--- src/rtl/id_ex_stage.sv ---
// ID/EX pipeline register with load-use hazard detection and flush.
// Optional same-cycle WB bypass when ID_EX_WB_BYPASS_EN is defined.
//
// Ports:
//   clk, rst      : rising-edge clock, synchronous active-high reset
//   id_*          : decoded fields/control of the instruction in ID
//   ru1, ru2      : register unit read data for RS1/RS2
//   wb_*          : write-back port (used only by the bypass option)
//   ex_flush      : branch/jump taken in EX, kills the ID instruction
//   stall_if_id   : combinational hold request for PC and IF/ID
//   ex_*          : registered bundle presented to EX
//   stall_cnt     : saturating count of load-use stall cycles
//   flush_cnt     : saturating count of flush cycles
module id_ex_stage #(
    parameter int CTRL_W = 8,
    parameter int CNT_W  = 16
) (
    input  logic              clk,
    input  logic              rst,
    input  logic              id_valid,
    input  logic [31:0]       id_pc,
    input  logic [4:0]        id_rs1,
    input  logic [4:0]        id_rs2,
    input  logic [4:0]        id_rd,
    input  logic [31:0]       id_imm,
    input  logic [CTRL_W-1:0] id_ctrl,
    input  logic              id_ruwr,
    input  logic              id_dmrd,
    input  logic [31:0]       ru1,
    input  logic [31:0]       ru2,
    input  logic [4:0]        wb_rd,
    input  logic [31:0]       wb_data,
    input  logic              wb_ruwr,
    input  logic              ex_flush,
    output logic              stall_if_id,
    output logic              ex_valid,
    output logic [31:0]       ex_pc,
    output logic [4:0]        ex_rs1,
    output logic [4:0]        ex_rs2,
    output logic [4:0]        ex_rd,
    output logic [31:0]       ex_a,
    output logic [31:0]       ex_b,
    output logic [31:0]       ex_imm,
    output logic [CTRL_W-1:0] ex_ctrl,
    output logic              ex_ruwr,
    output logic              ex_dmrd,
    output logic [CNT_W-1:0]  stall_cnt,
    output logic [CNT_W-1:0]  flush_cnt
);

    logic        hz;
    logic [31:0] opa;
    logic [31:0] opb;

    // Load in EX whose result the ID instruction needs; x0 never matches.
    assign hz = ex_valid & ex_dmrd & (ex_rd != 5'd0) & id_valid &
                ((id_rs1 == ex_rd) | (id_rs2 == ex_rd));

    // A flush discards the ID instruction, so holding it would be pointless.
    assign stall_if_id = hz & ~ex_flush & ~rst;

`ifdef ID_EX_WB_BYPASS_EN
    // WB writes the register unit in the same cycle ID reads it.
    logic hit1;
    logic hit2;

    assign hit1 = wb_ruwr & (wb_rd != 5'd0) & (wb_rd == id_rs1);
    assign hit2 = wb_ruwr & (wb_rd != 5'd0) & (wb_rd == id_rs2);
    assign opa  = hit1 ? wb_data : ru1;
    assign opb  = hit2 ? wb_data : ru2;
`else
    logic unused_wb;

    assign unused_wb = ^{wb_rd, wb_data, wb_ruwr};
    assign opa       = ru1;
    assign opb       = ru2;
`endif

    always_ff @(posedge clk) begin
        if (rst) begin
            ex_valid  <= 1'b0;
            ex_pc     <= '0;
            ex_rs1    <= '0;
            ex_rs2    <= '0;
            ex_rd     <= '0;
            ex_a      <= '0;
            ex_b      <= '0;
            ex_imm    <= '0;
            ex_ctrl   <= '0;
            ex_ruwr   <= 1'b0;
            ex_dmrd   <= 1'b0;
            stall_cnt <= '0;
            flush_cnt <= '0;
        end else if (ex_flush) begin
            ex_valid <= 1'b0;
            ex_ruwr  <= 1'b0;
            ex_dmrd  <= 1'b0;
            if (~&flush_cnt) begin
                flush_cnt <= flush_cnt + CNT_W'(1);
            end
        end else if (hz) begin
            // Bubble; data fields hold and upstream keeps the ID instruction.
            ex_valid <= 1'b0;
            ex_ruwr  <= 1'b0;
            ex_dmrd  <= 1'b0;
            if (~&stall_cnt) begin
                stall_cnt <= stall_cnt + CNT_W'(1);
            end
        end else begin
            ex_valid <= id_valid;
            ex_pc    <= id_pc;
            ex_rs1   <= id_rs1;
            ex_rs2   <= id_rs2;
            ex_rd    <= id_rd;
            ex_a     <= opa;
            ex_b     <= opb;
            ex_imm   <= id_imm;
            ex_ctrl  <= id_ctrl;
            ex_ruwr  <= id_ruwr & id_valid;
            ex_dmrd  <= id_dmrd & id_valid;
        end
    end

endmodule

--- config.mk ---
export PLATFORM = sky130hd
export DESIGN_NAME = id_ex_stage
export DESIGN_NICKNAME = d
export VERILOG_FILES = /design/src/rtl/id_ex_stage.sv
export SDC_FILE = /design/constraint.sdc
export NUM_CORES = 1
export LEC_CHECK = 0
export CORE_MARGIN = 2
export CORE_UTILIZATION = 40
export DETAILED_ROUTE_END_ITERATION = 7
export PLACE_DENSITY = 0.8
export SYNTH_ARGS = -nofsm -noshare
export SYNTH_HDL_FRONTEND = slang
export SYNTH_SLANG_ARGS = --single-unit
export TNS_END_PERCENT = 10
--- constraint.sdc ---
create_clock -name clk -period 2.14 [get_ports clk]
set_input_delay 0.428 -clock clk [delete_from_list [all_inputs] [get_ports clk]]
set_output_delay 0.428 -clock clk [all_outputs]
set_load 0.01 [all_outputs]
# ---- Yosys cells after proc, flatten, opt, wreduce, memory -nomap -nowiden
# Cells that the tools add are included.
dict set report word_totals {
  reg_bits 186
  inputBits 195
  output_inout_bits 187
  word_cells 38
}
dict set report op_classes {
  addsub 2
  n_eq_ne 2
  bitwise_logic 14
  n_reduce_logical 7
}
# op n
set ops {}
lappend ops {{16-bit by 1-bit adder with 16-bit output, second input constant} 2}
lappend ops {{16-bit AND reduction} 2}
lappend ops {{5-bit equality test} 2}
lappend ops {{1-bit AND} 8}
lappend ops {{1-bit inverter} 5}
lappend ops {{5-bit nonzero test} 1}
lappend ops {{2-bit AND reduction} 2}
lappend ops {{3-bit AND reduction} 1}
lappend ops {{3-bit OR reduction} 1}
lappend ops {{1-bit OR} 1}

# ---- Depth between registers and ports, before layout
# Gate-level depths: netlist (run 1).
dict set report logic_depth {
  ltp_word 6
  ltp_mapped 8
  ltp_nobuf 6
}

# ---- Least setup slack after synthesis (run 1)
# No wires, ideal clock.
dict set report synth_timing {
  kind {input-to-output}
  startpoint {input id_rs1[2]}
  endpoint {output stall_if_id}
  arrival_ns 1.849
  required_ns 1.712
  path_slack_ns -0.137
  cell_stages 7
  path_buffers 3
  path_cell_list {xor2_1 > nor3_1 > a22oi_1 > buf_2 > clkbuf_1 > clkbuf_1 > nor4_1}
}
dict set report synth_via {
  elab_chain_len 5
}
# element line
set synth_rtl {}
lappend synth_rtl {{start: declaration} 22} ;# input logic [4:0] id_rs1,
lappend synth_rtl {{5-bit equality test} 57} ;# ((id_rs1 == ex_rd) | (id_rs2 == ex_rd));
lappend synth_rtl {{1-bit OR} 57}
lappend synth_rtl {{1-bit AND} 56} ;# assign hz = ex_valid & ex_dmrd & (ex_rd != 5'd0) & id_valid &
lappend synth_rtl {{1-bit AND (2 in series)} 60} ;# assign stall_if_id = hz & ~ex_flush & ~rst;
lappend synth_rtl {{end: declaration} 35} ;# output logic stall_if_id,
# No other way between the ends.

# ---- Worst setup path in the final report (run 1)
dict set report layout_timing {
  startpoint {register ex_rd[1]}
  endpoint {output stall_if_id}
}
dict set report layout_via {
  elab_chain_len 6
  elab_cells_between_ends 9
  classes_between {eq/ne: 2; bitwise: 6; reduce/logical: 1}
}
# element line
set layout_rtl {}
lappend layout_rtl {{start: declaration} 40} ;# output logic [4:0] ex_rd,
lappend layout_rtl {{start signal: assignment} 114} ;# ex_rd <= id_rd;
lappend layout_rtl {{5-bit nonzero test} 56}
lappend layout_rtl {{1-bit AND (2 in series)} 56}
lappend layout_rtl {{1-bit AND *} 56}
lappend layout_rtl {{1-bit AND * (2 in series)} 60}
# Mark *: on every way between the ends. The rest lies on a longest branch, timed or not.

==> results of run 1 <==
## logic make-up after synthesis
kind of cell	Yosys count	share of synthesized area [%]
AND/OR/NAND/NOR	716	37.4
AO/OA/AOI/OAI	331	20.2
flip-flops	186	33.1
buffers and inverters	164	6.30
XOR/XNOR	22	1.71
multiplexers	11	1.08
adder cells (fa/ha/maj)	2	0.222
## through the flow
| stage | std cells | setup TNS, ps | hold WS [ps] | cell area (um^2) |
|---|---|---|---|---|
| floorplan | 1432 | -4.99 | 502 | 11300 |
| global placement | 2041 | -90300 | 519 | 15100 |
| detailed placement | 2041 | -97220 | 526 | 15100 |
| CTS | 2083 | -12400 | 419 | 16000 |
| global route | 2083 | -16390 | 440 | 16100 |
| finish | 2083 | -3620 | 441 | 16100 |
## cell usage in the layout (no fill, tap or decap), types with 16 or more instances in the layout
master and count:
clkdlybuf4s50_1 335, nand2_1 312, dfxtp_1 181, o21ai_0 155, nor3b_1 153, a211o_1 151
nor4b_1 150, buf_4 30, nor2_1 28, xor2_1 20, clkbuf_16 17, buf_12 16
## registers in the layout, summed over array words and instances, names as in the netlist
name,cells
ex_a,32
ex_b,32
ex_ctrl,8
ex_dmrd,1
ex_imm,32
ex_pc,32
ex_rd,5
ex_rs1,5
ex_rs2,5
ex_ruwr,1
ex_valid,1
flush_cnt,16
stall_cnt,16
## per-layer routing
metal  track usage, %  routed length [um]
met2             38.4               16900
met4             8.22                 920
met3             5.82                2280
met5                0                   0
met1             26.9               14300
## worst min-delay path: stages
cell and delay [ps]:
buf_8 150, o2111ai_1 110, xor2_1 70, nor2_1 70
## worst paths after layout
| check | to | slack (ps) | cells past startpoint |
|---|---|---|---|
| max | stall_if_id | -160 | 6 |
| min | flush_cnt[3]$_SDFFE_PP0P_ | 440 | 4 |
| max reg2reg | ex_imm[25]$_SDFFE_PP0P_ | -90 | 6 |
| min reg2reg | flush_cnt[15]$_SDFFE_PP0P_ | 540 | 2 |
## timing repair
| action | 4_1_cts | 5_1_grt |
|---|---|---|
| endpoints found under the setup margin | 154 | 157 |
| pin swaps | 6 | 4 |
| gates resized for setup | 35 | 13 |
| gates cloned | 6 | 0 |
| buffers inserted | 4 | 0 |
## power groups by stage
stage | registers (mW) | logic (mW) | clock network [mW]
final | 3.98 | 2.39 | 3.42
after floorplan | 4.18 | 0.994 | 0
after detailed placement | 4.06 | 2.34 | 0
after CTS | 3.98 | 2.40 | 3.52
after global placement | 4.04 | 2.29 | 0
after global routing | 4.02 | 2.59 | 3.67
## layout make-up
type	instances	area (um^2)	share of cell area, %
Clock buffer	17	425	2.65
Clock inverter	15	203	1.26
Inverter	1	3.75	0.0234
Multi-Input combinational cell	1082	6900	43.0
Sequential cell	186	3730	23.2
Tap cell	378	473	2.95
Timing Repair Buffer	404	4330	26.9
==> out/metrics.yaml, run 1 <==
setup_path:
  path_max_fanout: 5
  startpoint: "ex_rd[1]$_SDFFE_PP0P_"
  cp-end-kind: "output pin"
  cp.arrival_ps: 1870
  critical_path_class: "register to output pin"
  cpMaxStageDelayCell: "dfxtp_2"
  max_stage_delay_ps: 330
  crit_required_ps: 1710
  crit_buf_inv: 2
  path_cells: "buf_6 -> xor2_2 -> nor3_4 -> a22oi_2 -> nor4_2 -> buf_2"
  start_kind: "register"
  critPathTopFamily: "simple AND/OR/NAND/NOR gates"
  r2r-start: "ex_rd[4]$_SDFFE_PP0P_"
timing:
  hold_viol: 0
  skew_ps: 15.7
  slew-limit-headroom_pct: 60.2
  report.final.setup_viol: 72
  rsz0062_at_grt: "true"
  finalCriticalPeriod_ps: 2300
  slew_viol_final: 0
  finalCritPeriodShare_pct: 107
  tightest_slew_ps: 597
  setup_ws_ps: -160
  fmax_mhz: 435
min_path:
  hp-start: "ex_flush"
  hp-class: "primary input to register"
power:
  p_leak_nw: 6.18
  total_power_mw: 9.80
  seqPwrFrac_pct: 40.6
  combPwrFrac_pct: 24.4
  pwr-share-clk_pct: 34.9
  power_density_nw_per_um2: 610
  irDropWorstVdd_v: 0.000627
  swShare_pct: 29.5
  switchingPower_mw: 2.89
  internal-power_mw: 6.91
logic_synthesis:
  synth_area_leader_cell: "dfxtp_1"
  synthesis.instances: 1432
  yosysTopAreaCellShare_pct: 33.1
  ys_top_cells_by_count: "nand2_1, dfxtp_1, o21ai_0"
  synth.avg_cell_area_um2: 7.86
  ys_top_cells_by_area: "dfxtp_1, a211o_1, nor4b_1"
  ys_warn_count: 0
  syn_area_um2: 11300
  syn_nets: 1629
  synth_ff_type: "dfxtp_1"
  synth-edff-count: 0
  ys_ff_latch: 186
  yosys.cell_count.top_type: "nand2_1"
  yosysUniqueCellTypes: 45
  async_flop_share_pct: 0
  yosysSeqAreaShare_pct: 33.1
detailed_routing:
  wl_mm: 34.4
  firstDrtPassIters: 7
  vias: 11800
  drc_errors: 0
  via_per_inst: 5.65
  final_antenna_net_count: 0
  wire_per_inst_um: 16.5
  drtIter0Drc: 866
cells_and_area:
  final_util_pct: 57.8
  fin_nets: 1889
  diodes: 0
  drive_gt1_share_pct: 7.27
  fillCellCount: 2480
  syn2layout_area_growth_pct: 42.6
clock_tree:
  cts.sinks: 186
  cts_buffer_depth: 2
  cts-root-buf: "clkbuf_16"
  cts.clk_slew.worst_paths_ps: 80
  numCtsBuffers: 17
  tritoncts: "done"
  hold_buffers: 0
  htreeDepth: 4
  clkLatencyLatePin_ps: 430
global_routing:
  grt_max_degree: 161
  grt_first_pass_wirelength_mm: 54.1
  grt_pass1_vias: 10900
  antenna_found_initial: 0
  grtUsageTotal_pct: 22.4
  overflow: 0
floorplanning:
  dieArea_um2: 29500
  fp-row-count: 61
  start_util_pct: 40.5
  die_y_um: 172
  die_w_um: 172
  io_pins: 382
  core_um2: 27800
outcome:
  run_status: "finished, violations left"
  violations: "setup timing"
placement:
  post-place-ws_ps: -840
  gp_congestion: 0.845
  dpl.hpwl_mm: 22.4
  io_buffers: 343
run:
  maxCapViolations: 0
(Power assumes the default switching activity.)
==> run 2, diff against run 1 <==
Settings changed: CORE_UTILIZATION 40 to 42, PLACE_DENSITY 0.8 to 0.83, RECOVER_POWER set to 25.
==> out/metrics.yaml, run 2 (synthesis results as in run 1) <==
timing:
  tightest_slew_ps: 557  # -40.4 ps
  fmax_mhz: 426  # -2.1%
  finalSetupTns_ps: -6200  # -2570 ps
  report.final.setup_viol: 141  # +96%
  setup_ws_ps: -210  # -49.7 ps
  rsz0062_at_grt: "true"
  skew_ps: 10.5  # -5.19 ps
  slew_viol_final: 0  # unchanged
  finalCritPeriodShare_pct: 110  # +2.3 points
  slew-limit-headroom_pct: 62.9  # +2.7 points
  finalCriticalPeriod_ps: 2350  # +49.7 ps
  hold_viol: 0  # unchanged
cells_and_area:
  fin_nets: 1902  # +0.69%
  fillCellCount: 2182  # -12%
  layout_commonest_cell: "nand2_1"
  drive_gt1_share_pct: 8.56  # +1.3 points
  syn2layout_area_growth_pct: 45.1
  layout_common_cells: "nand2_1, clkdlybuf4s50_1, dfxtp_1"
global_routing:
  grt_first_pass_wirelength_mm: 58.7  # +8.5%
  overflow: 0  # unchanged
  grtUsageTotal_pct: 25.0  # +2.6 points
  antenna_found_initial: 2  # +2
  grt_max_degree: 140  # -13%
  grt_pass1_vias: 11500  # +5.7%
setup_path:
  path_cells: "clkdlybuf4s50_1 -> xor2_1 -> nor3_2 -> a22oi_2 -> nor4_4 -> buf_2"
  max_stage_delay_ps: 470  # +140 ps
  cp-end-kind: "output pin"
  r2r-start: "ex_rd[4]$_SDFFE_PP0P_"
  cpMaxStageDelayCell: "clkdlybuf4s50_1"
  ff2ff_setup_slack_ps: -90  # about the same
  reg2reg_depth: 9  # +3
  critical_path_class: "primary input to output pin"
  worstReg2RegEnd: "ex_imm[27]$_SDFFE_PP0P_"
  crit_required_ps: 1710  # about the same
  cp.arrival_ps: 1920  # +50 ps
  path_max_fanout: 2  # -3
  start_kind: "primary input"
run:
  maxCapViolations: 0  # unchanged
floorplanning:
  fp-row-count: 59  # -3.3%
  die_y_um: 168  # -2.4%
  start_util_pct: 43.0  # +2.4 points
  core_um2: 26200  # -5.7%
  io_pins: 382  # unchanged
  dieArea_um2: 28100  # -4.7%
  die_w_um: 168  # -2.4%
clock_tree:
  cts.clk_slew.worst_paths_ps: 70  # about the same
  cts.sinks: 186  # unchanged
  numCtsBuffers: 17  # unchanged
  clkLatencyLatePin_ps: 430  # about the same
  hold_buffers: 0  # unchanged
  cts-root-buf: "clkbuf_16"
  cts_buffer_depth: 2  # unchanged
  tritoncts: "done"
  htreeDepth: 4  # unchanged
power:
  p_leak_nw: 6.49  # +5.0%
  power_density_nw_per_um2: 589  # -3.5%
  seqPwrFrac_pct: 41.4  # +0.8 points
  total_power_mw: 9.62  # -1.8%
  internal-power_mw: 6.68  # -3.4%
  combPwrFrac_pct: 25.3  # +0.9 points
  swShare_pct: 30.6  # +1.1 points
  irDropWorstVdd_v: 0.000562  # -10%
  pwr-share-clk_pct: 33.3  # -1.6 points
  switchingPower_mw: 2.95  # +2.0%
min_path:
  min_to: "stall_cnt[12]$_SDFFE_PP0P_"
  hp-start: "ex_flush"
  hold_path_depth: 3  # -1
  hp-class: "primary input to register"
detailed_routing:
  via_per_inst: 5.87  # +3.8%
  final_antenna_net_count: 0  # unchanged
  wl_mm: 37.2  # +8.2%
  vias: 12100  # +2.4%
  drtIter0Drc: 1078  # +24%
  drc_errors: 0  # unchanged
  firstDrtPassIters: 5  # -2
  wire_per_inst_um: 18.1  # +9.6%
placement:
  dpl.hpwl_mm: 22.5  # +0.60%
  gp_congestion: 0.807  # -4.6%
  io_buffers: 343  # unchanged
outcome:
  run_status: "finished, violations left"
  violations: "setup timing"
==> run 2: metrics by stage <==
| step | area, um^2 | util [%] | hold slack, ps | std cells | setup slack, ps |
|---|---|---|---|---|---|
| 2_1_floorplan | 11300 | - | 502 | 1432 | -4.99 |
| 3_3_place_gp | 15000 | 57.4 | 501 | 1997 | -717 |
| 3_5_place_dp | 15000 | 57.4 | 507 | 1997 | -777 |
| 4_1_cts | 16100 | 61.4 | 427 | 2046 | -200 |
| 5_1_grt | 16300 | 62.3 | 442 | 2055 | -234 |
| 6_report | 16300 | 62.3 | 450 | 2055 | -210 |
==> run 2: per-layer routing <==
metal / global-route usage [%] / vias up / part of all wire (%)
li1: - / 5795 / -
met1: 30.5 / 5784 / 42
met2: 42.8 / 415 / 49
met3: 6.22 / 63 / 6.5
met4: 8.77 / 0 / 2.8
met5: 0 / - / 0
==> run 2: power by group through the flow <==
| stage | logic [mW] | clock network, mW | registers [mW] |
|---|---|---|---|
| 2_1_floorplan | 0.994 | 0 | 4.18 |
| 3_3_place_gp | 2.27 | 0 | 4.04 |
| 3_5_place_dp | 2.33 | 0 | 4.06 |
| 4_1_cts | 2.42 | 3.28 | 3.98 |
| 5_1_grt | 2.61 | 3.41 | 4.03 |
| 6_report | 2.43 | 3.21 | 3.98 |
==> run 2: how the worst max path moves through the flow <==
stage / start / to / slack (ps) / cells after the start
finish: id_rs2[3] / stall_if_id / -210 / 6
global route: id_rs2[3] / stall_if_id / -230 / 6
CTS: ex_rd[0]$_SDFFE_PP0P_ / stall_if_id / -200 / 5
detailed placement: id_rs1[2] / stall_if_id / -780 / 6
global placement: id_rs1[2] / stall_if_id / -720 / 6
floorplan: id_rs1[2] / stall_if_id / -5 / 7
==> run 2: timing repair <==
item,in CTS,in global routing
buffers inserted,6,3
gates resized for setup,28,37
endpoints found under the setup margin,164,159
pin swaps,4,10
gates cloned,11,4
==> run 2: worst max-delay path: cells and delay by family <==
| family | cells | cell delay, ps |
|---|---|---|
| buffers and inverters | 2 | 650 |
| and+or+nand+nor | 2 | 510 |
| AOI/OAI and AO/OA | 1 | 120 |
| xor gates and xnor gates | 1 | 210 |
==> run 2: cell type report <==
class / instances / area [um^2] / area share [%]
Clock buffer: 17 / 425 / 2.60
Inverter: 1 / 3.75 / 0.0230
Clock inverter: 15 / 153 / 0.934
Tap cell: 335 / 419 / 2.57
Antenna cell: 2 / 5.00 / 0.0306
Timing Repair Buffer: 417 / 4660 / 28.5
Sequential cell: 186 / 3730 / 22.9
Multi-Input combinational cell: 1082 / 6940 / 42.5
